File: config.mk
export PLATFORM = sky130hd
export DESIGN_NAME = aes_sbox_issue_ctrl
export DESIGN_NICKNAME = d
export VERILOG_FILES = /design/src/rtl/aes_sbox_ctrl_pkg.sv /design/src/rtl/aes_sbox_issue_ctrl_rr_arbiter.sv /design/src/rtl/aes_sbox_issue_ctrl.sv
export SDC_FILE = /design/constraint.sdc
export NUM_CORES = 1
export LEC_CHECK = 0
export ABC_AREA = 1
export CAP_MARGIN = 40
export CORE_ASPECT_RATIO = 0.5
export CORE_MARGIN = 3
export CORE_UTILIZATION = 25
export CTS_BUF_LIST = sky130_fd_sc_hd__clkbuf_8
export CTS_CLUSTER_SIZE = 30
export DETAILED_ROUTE_END_ITERATION = 16
export PLACE_DENSITY = 0.88
export SLEW_MARGIN = 0
export SYNTH_ARGS = -nofsm -noshare
export SYNTH_HDL_FRONTEND = slang
export SYNTH_SLANG_ARGS = --single-unit
File: constraint.sdc
create_clock -name ClkxCI -period 2.05 [get_ports ClkxCI]
set_clock_uncertainty 0.1 [all_clocks]
set_input_delay 0.205 -clock ClkxCI [delete_from_list [all_inputs] [get_ports ClkxCI]]
set_output_delay 0.205 -clock ClkxCI [all_outputs]
set_load 0.01 [all_outputs]
File: src/rtl/aes_sbox_ctrl_pkg.sv
// Shared types and sizing helpers for the masked AES S-box issue controller.
package aes_sbox_ctrl_pkg;

  localparam int LATENCY_DEF = 4;
  localparam int MAX_ID_W    = 2;
  localparam int BLIND_NRND  = 5;

  function automatic int reqIdW(input int nreq);
    return (nreq <= 2) ? 1 : $clog2(nreq);
  endfunction

  // Multiplier, inverter and blinding randomness drawn each cycle by the S-box.
  function automatic int rndWidth(input int shares);
    int pairs;
    pairs = shares * (shares - 1);
    return 3 * 2 * pairs + 3 * pairs + 3 * 2 * BLIND_NRND;
  endfunction

  typedef struct packed {
    logic                valid;
    logic [MAX_ID_W-1:0] id;
  } rspTag_t;

endpackage

File: src/rtl/aes_sbox_issue_ctrl_rr_arbiter.sv
// Round-robin arbiter: combinational grant starting at the pointer, pointer advances past each grant.
module rr_arbiter import aes_sbox_ctrl_pkg::*; #(
  parameter  int NREQ = 2,
  localparam int ID_W = reqIdW(NREQ)
) (
  input  logic            ClkxCI,
  input  logic            RstxRI,
  input  logic            advance,
  input  logic [NREQ-1:0] reqValid,
  output logic [NREQ-1:0] grantOh,
  output logic [ID_W-1:0] grantIdx,
  output logic            anyValid,
  output logic [ID_W-1:0] ptr
);

  logic [ID_W:0]   sum;
  logic [ID_W-1:0] idx;
  logic [ID_W-1:0] nextPtr;

  always_comb begin
    grantIdx = ptr;
    anyValid = 1'b0;
    sum      = '0;
    idx      = '0;
    for (int i = 0; i < NREQ; i++) begin
      sum = {1'b0, ptr} + (ID_W+1)'(i);
      if (sum >= (ID_W+1)'(NREQ)) sum = sum - (ID_W+1)'(NREQ);
      idx = sum[ID_W-1:0];
      if (!anyValid && reqValid[idx]) begin
        anyValid = 1'b1;
        grantIdx = idx;
      end
    end
  end

  always_comb begin
    grantOh = '0;
    if (anyValid) grantOh[grantIdx] = 1'b1;
  end

  assign nextPtr = (grantIdx == ID_W'(NREQ - 1)) ? '0 : grantIdx + ID_W'(1);

  always_ff @(posedge ClkxCI) begin
    if (RstxRI)       ptr <= '0;
    else if (advance) ptr <= nextPtr;
  end

endmodule

File: src/rtl/aes_sbox_issue_ctrl.sv
// Issue controller sharing one pipelined masked AES S-box between NREQ requesters.
// Optional SBOX_IDLE_ZERO_EN: drive zero into the S-box on cycles without an issue.
module aes_sbox_issue_ctrl import aes_sbox_ctrl_pkg::*; #(
  parameter  int SHARES  = 2,
  parameter  int NREQ    = 2,
  parameter  int LATENCY = LATENCY_DEF,
  parameter  int RND_W   = rndWidth(SHARES),
  localparam int ID_W    = reqIdW(NREQ),
  localparam int DW      = 8 * SHARES
) (
  input  logic                 ClkxCI,
  input  logic                 RstxRI,
  input  logic                 EnxSI,
  input  logic [NREQ-1:0]      ReqValidxSI,
  output logic [NREQ-1:0]      ReqReadyxSO,
  input  logic [NREQ*DW-1:0]   ReqDataxDI,
  input  logic                 RndValidxSI,
  input  logic [RND_W-1:0]     RndxDI,
  output logic                 RndReadyxSO,
  output logic [DW-1:0]        SbXxDO,
  output logic [RND_W-1:0]     SbRndxDO,
  input  logic [DW-1:0]        SbQxDI,
  output logic                 RspValidxSO,
  output logic [ID_W-1:0]      RspIdxDO,
  output logic [DW-1:0]        RspQxDO,
  output logic                 BusyxSO,
  output logic                 RndErrxSO
);

  logic [NREQ-1:0] grantOh;
  logic [ID_W-1:0] grantIdx;
  logic [ID_W-1:0] rrPtr;
  logic [ID_W-1:0] selIdx;
  logic            anyValid;
  logic            issue;
  logic            busyInt;
  logic            unusedIdBits;
  rspTag_t         tagPipe [LATENCY];
  rspTag_t         rspTag;

  assign issue = ~RstxRI & EnxSI & RndValidxSI & anyValid;

  rr_arbiter #(.NREQ(NREQ)) uArb (
    .ClkxCI   (ClkxCI),
    .RstxRI   (RstxRI),
    .advance  (issue),
    .reqValid (ReqValidxSI),
    .grantOh  (grantOh),
    .grantIdx (grantIdx),
    .anyValid (anyValid),
    .ptr      (rrPtr)
  );

  assign ReqReadyxSO = issue ? grantOh : '0;
  assign selIdx      = issue ? grantIdx : rrPtr;

  always_comb begin
    SbXxDO = '0;
`ifdef SBOX_IDLE_ZERO_EN
    if (issue) begin
`else
    begin
`endif
      for (int r = 0; r < NREQ; r++) begin
        if (selIdx == ID_W'(r)) SbXxDO = ReqDataxDI[r*DW +: DW];
      end
    end
  end

  // The S-box cannot stall, so randomness is drawn whenever anything is in its pipeline.
  assign RndReadyxSO = ~RstxRI & RndValidxSI & (issue | busyInt);
  assign SbRndxDO    = RndReadyxSO ? RndxDI : '0;

  always_ff @(posedge ClkxCI) begin
    if (RstxRI) begin
      for (int k = 0; k < LATENCY; k++) tagPipe[k] <= '0;
    end else begin
      tagPipe[0] <= '{valid: issue, id: MAX_ID_W'(grantIdx)};
      for (int k = 1; k < LATENCY; k++) tagPipe[k] <= tagPipe[k-1];
    end
  end

  always_comb begin
    busyInt = 1'b0;
    for (int k = 0; k < LATENCY; k++) busyInt = busyInt | tagPipe[k].valid;
  end

  assign rspTag       = tagPipe[LATENCY-1];
  assign unusedIdBits = ^rspTag.id;
  assign RspValidxSO  = rspTag.valid & ~RstxRI;
  assign RspIdxDO     = RstxRI ? '0 : rspTag.id[ID_W-1:0];
  assign RspQxDO      = SbQxDI;
  assign BusyxSO      = busyInt & ~RstxRI;

  // Sticky: in-flight ops lost their fresh masks, so their results are no longer protected.
  always_ff @(posedge ClkxCI) begin
    if (RstxRI)                        RndErrxSO <= 1'b0;
    else if (busyInt && !RndValidxSI)  RndErrxSO <= 1'b1;
  end

endmodule

**Yosys cells after proc, flatten, opt, wreduce, memory -nomap -nowiden**

Memory sizes are Yosys's and may differ from the RTL's.
Index checks and enable logic that the tools add are counted.

- Memory bits (writable): 12
- Memory bits (read-only): 0
- Memories: 1
- Register bits after elaboration: 2
- Input port bits: 102
- Latch bits: 0
- Output and inout port bits: 87

- Shifts and indexed selects: 0
- Bitwise logic cells: 16
- Add/subtract/negate cells: 4
- Reductions and logical operators: 5
- Equal/unequal tests: 0
- Muxes and demuxes: 26
- Multipliers: 0
- Div/mod/pow operators: 0
- $lt $le $gt $ge: 6

Memories:

| memory | depth | bits a word | rd ports | clocked after Yosys merged registers in | wr ports | line | text |
|---|---|---|---|---|---|---|---|
| tagPipe | 4 | 3 | 4 | 0 | 4 | aes_sbox_issue_ctrl.sv:38 | `rspTag_t tagPipe [LATENCY];` |

Operators with widths:

| operator | number |
|---|---|
| 48-bit 2-to-1 mux | 1 |
| 1-bit 2-to-1 mux | 17 |
| 16-bit 2-to-1 mux | 1 |
| 3-bit 2-to-1 mux | 4 |
| 1-bit bitwise OR | 8 |
| 1-bit bitwise AND | 7 |
| 1-bit by 2-bit < comparator with 1-bit output, second input constant | 3 |
| 2-bit 2-to-1 mux | 2 |
| 1-bit logical AND | 3 |
| 1-bit by 1-bit adder with 2-bit output, second input constant | 1 |
| 1-bit by 2-bit greater-or-equal comparator with 1-bit output, second input constant | 1 |
| 2-bit greater-or-equal comparator, second input constant | 1 |
| 1-bit logical NOT | 2 |
| 1-bit subtractor, second input constant | 2 |
| 1-bit adder, second input constant | 1 |
| 1-bit demux with 1-bit select | 1 |
| 1-bit greater-or-equal comparator, second input constant | 1 |
| 1-bit inverter | 1 |

**Depth between registers and ports, before layout**

- Word-level depth: 14
- Gate-level depth with buffers: 8

**Modules after synthesis**

A second synthesis with hierarchy kept.

- Cells, all modules: 237
- Area, all modules: 1273.7 um^2

By module, submodules not included:

| module | instances | area each (um^2) | sequential area each (um^2) | cells an instance |
|---|---|---|---|---|
| aes_sbox_issue_ctrl | 1 | 1191.1 | 180.2 | 222 |
| rr_arbiter | 1 | 82.6 | 20.0 | 15 |

**Least setup slack after synthesis**

No wires, ideal clock.

- Path type: register to output
- From: memory tagPipe[2][2] (netlist bit)
- To: output SbRndxDO[22]
- Stages on the path, launching flop included: 9
- Arrival time: 1.033 ns
- Path slack: 0.712 ns
- Required time: 1.745 ns
- Path through: dfxtp_1 -> inv_1 -> nand4_1 -> nand2_1 -> nand2_2 -> inv_2 -> buf_6 -> buf_6 -> nor2_2

RTL lines:

| item | line | text |
|---|---|---|
| start, declared | aes_sbox_issue_ctrl.sv:38 |  |
| end, declared | aes_sbox_issue_ctrl.sv:21 | `output logic [RND_W-1:0] SbRndxDO,` |

**Final worst setup path**

- From: input EnxSI
- To: output SbXxDO[5]

- Longest elaborated chain between the ends: 5

RTL lines:

| item | line | text |
|---|---|---|
| start, declared | aes_sbox_issue_ctrl.sv:13 | `input logic EnxSI,` |
| 1-bit bitwise AND (3 in series) | aes_sbox_issue_ctrl.sv:41 | `assign issue = ~RstxRI & EnxSI & RndValidxSI & anyValid;` |
| 1-bit 2-to-1 mux | aes_sbox_issue_ctrl.sv:55 | `assign selIdx = issue ? grantIdx : rrPtr;` |
| 16-bit 2-to-1 mux | aes_sbox_issue_ctrl.sv:65 | `if (selIdx == ID_W'(r)) SbXxDO = ReqDataxDI[r*DW +: DW];` |
| end, declared | aes_sbox_issue_ctrl.sv:20 | `output logic [DW-1:0] SbXxDO,` |

Every way passes these cells.

==> metrics <==
status finished, final reports clean; gr ovfl total 0; Tcrit/Tclk final 0.938; CTS Sinks 10; vias in the first global route 1757; reg-to-reg startpoint uArb.ptr; VDD IR max 0.000184 V; DRC violations left 0; DRT antenna net count 0; worst-margin pin slew 0.179 ns; Post-DP HPWL 4.49 mm; first-iteration detailed-routing DRC count 53; worst-path cell with the longest stage delay clkdlybuf4s50_1; Top Ports 189; Clock transition at path regs 0.05 ns; Port Buffer Count 156; Worst Path Arrival 1.62 ns; first-pass GRT wire length 8.23 mm; htree depth 1; Vias 1742; Mapped Cells 221; DRT Wirelength 5.34 mm; Leakage 0.00165 uW; drt via density 4.00; Pwr Density 322 mW/mm^2; slowest cell delay on critical path 0.54 ns; total core area 0.00453 sq mm; synth top area cells inv_1, dfxtp_1, nor2_1; Die ar. 0.00577 sq mm; Fmax achieved 0.520 GHz; placement row count 17; final-report max-slew violation count 0; Nets 473; Synth cell types 19; die width 104 microns; max-cap violations 0; RSZ-0062 raised after global routing false; Final TNS setup 0 ns; Worst EP required 1.75 ns; Hold Crit Class primary input to flop; Tot GR Track Use 0.174; #FFs+latches synth 10; layout cells sized above 1 0.135; Startpoint Class primary input; Synth area leader inv_1; Final Core Density 0.618; CTS tree done; Antenna Cells 0; initial antenna violation count 0; post-DR wirelength/cell 12.2 microns; r2r endpoint tagPipe[0][0]; hold buffer count at CTS 0; flop-to-flop setup slack 0.83 ns; Crit Path Max Fanout 5; synth-to-layout area growth 131%; gpl congestion 0.874; worst-case hold slack 0.300 ns; min Tclk post-route 1.92 ns; Finished Layout Cells 436; worst relative slew slack 0.880; synthesized net count 323; Root Buffer clkbuf_8; die span in y 55.2 microns; Worst-Skew Late Latency 0.24 ns; Post-Syn Area 0.00121 sq mm; Worst setup EP type primary output; post-synthesis sequential area ratio 0.165; Post-DP Area 0.00278 sq mm; post-synth top area share 0.195; Synth Warn # 0; Final setup viols 0; placed insts 430; Mapped Avg Cell Area 5.49 sq um; CTS Buf Count 3; DRT Pass-1 Iters 4; Hold Violations, Final 0; CTS Buffer Depth 2; CP Cell Sequence clkdlybuf4s50_1 > nand3_4 > nand2_4 > nand2_4 > buf_4 > nand2_1 > nand2_1 > dlygate4sd2_1; hold endpoint RndErrxSO; R2R depth 4; pin count of the biggest net entering global routing 28; hold path cells 4; hold_sp RndValidxSI; initial core utilization 0.268; final instance area 0.00280 sq mm; critical path class primary input to primary output
registers in the layout (all words and copies together) (netlist names):
register   count
uArb.ptr       1
tagPipe        8
RndErrxSO      1
worst max-delay path by stage:
stage	from	endpoint	depth (start not counted)
after floorplan	tagPipe[2][2]	SbRndxDO[22]	8
after global placement	RndValidxSI	SbRndxDO[46]	9
after detailed placement	ReqValidxSI[0]	SbRndxDO[46]	9
after CTS	RndValidxSI	SbXxDO[15]	10
after global routing	tagPipe[2][2]	SbRndxDO[12]	8
final	EnxSI	SbXxDO[5]	8
metal layers:
layer | part of all wire | global-route usage
met1 | 0.37 | 0.169
met2 | 0.55 | 0.349
met3 | 0.080 | 0.0583
met4 | 0.0088 | 0.0530
met5 | 0 | 0
where the power goes:
part	leakage (uW)	total [uW]	internal [uW]	switching, uW
Combinational	0.00154	453	267	186
Clock	0.0000288	245	169	76.2
Sequential	0.0000813	203	201	2.08
Total	0.00165	901	636	264
cell usage in the layout, fill, tap and decap left out, drive strengths merged:
cell	Yosys	layout
inv	64	64
nand4	1	1
dlygate4sd2	0	63
nand2	38	38
nand3	18	18
dfxtp	10	10
buf	24	14
a21oi	3	3
clkdlybuf4s50	0	86
clkbuf	1	4
nor2	61	61
maj3	1	1
dlymetal6s2s	0	4
clkdlybuf4s15	0	3
through the flow:
stage / setup WS [ns] / total power (uW)
2_1_floorplan: 0.712 / 400
3_3_place_gp: -0.177 / 689
3_5_place_dp: -0.256 / 698
4_1_cts: -0.00616 / 908
5_1_grt: 0.0395 / 950
6_report: 0.126 / 901
worst max-delay path, delay by kind of cell:
kind                   cells  cell delay [ns]
buffers and inverters      3             0.98
AND/OR/NAND/NOR            5             0.43
cell type report:
type | count | area, sq um
fillers | 417 | 1730
repair buffers | 170 | 1630
multi-input cells | 122 | 592
inverters | 64 | 240
flip-flops and latches | 10 | 200
well taps | 66 | 82.6
clock buffers | 4 | 55.1
cell usage after synthesis:
cell type and n:
inv_1 63, nor2_1 40, nand2_1 35, nor2_2 20, buf_4 17, nand3_1 16, dfxtp_1 10, buf_6 4
a21oi_1 3, buf_2 3, nand2_2 2, clkbuf_1 1, inv_2 1, maj3_1 1, nand2_4 1, nand3_2 1
nand3_4 1, nand4_1 1, nor2_4 1
cells by family after synthesis:
family | share of synthesized area
AND/OR/NAND/NOR | 0.458
buffers and inverters | 0.356
flip-flops | 0.165
adder cells (fa/ha/maj) | 0.00826
AO/OA/AOI/OAI | 0.0124
repair_timing:
action	in CTS	in global routing
gates resized for setup	70	10
pin swaps	1	4
buffers inserted	2	0
gates cloned	0	0
setup endpoints to repair	66	63
Note: power is estimated with default switching activity, not from simulation.
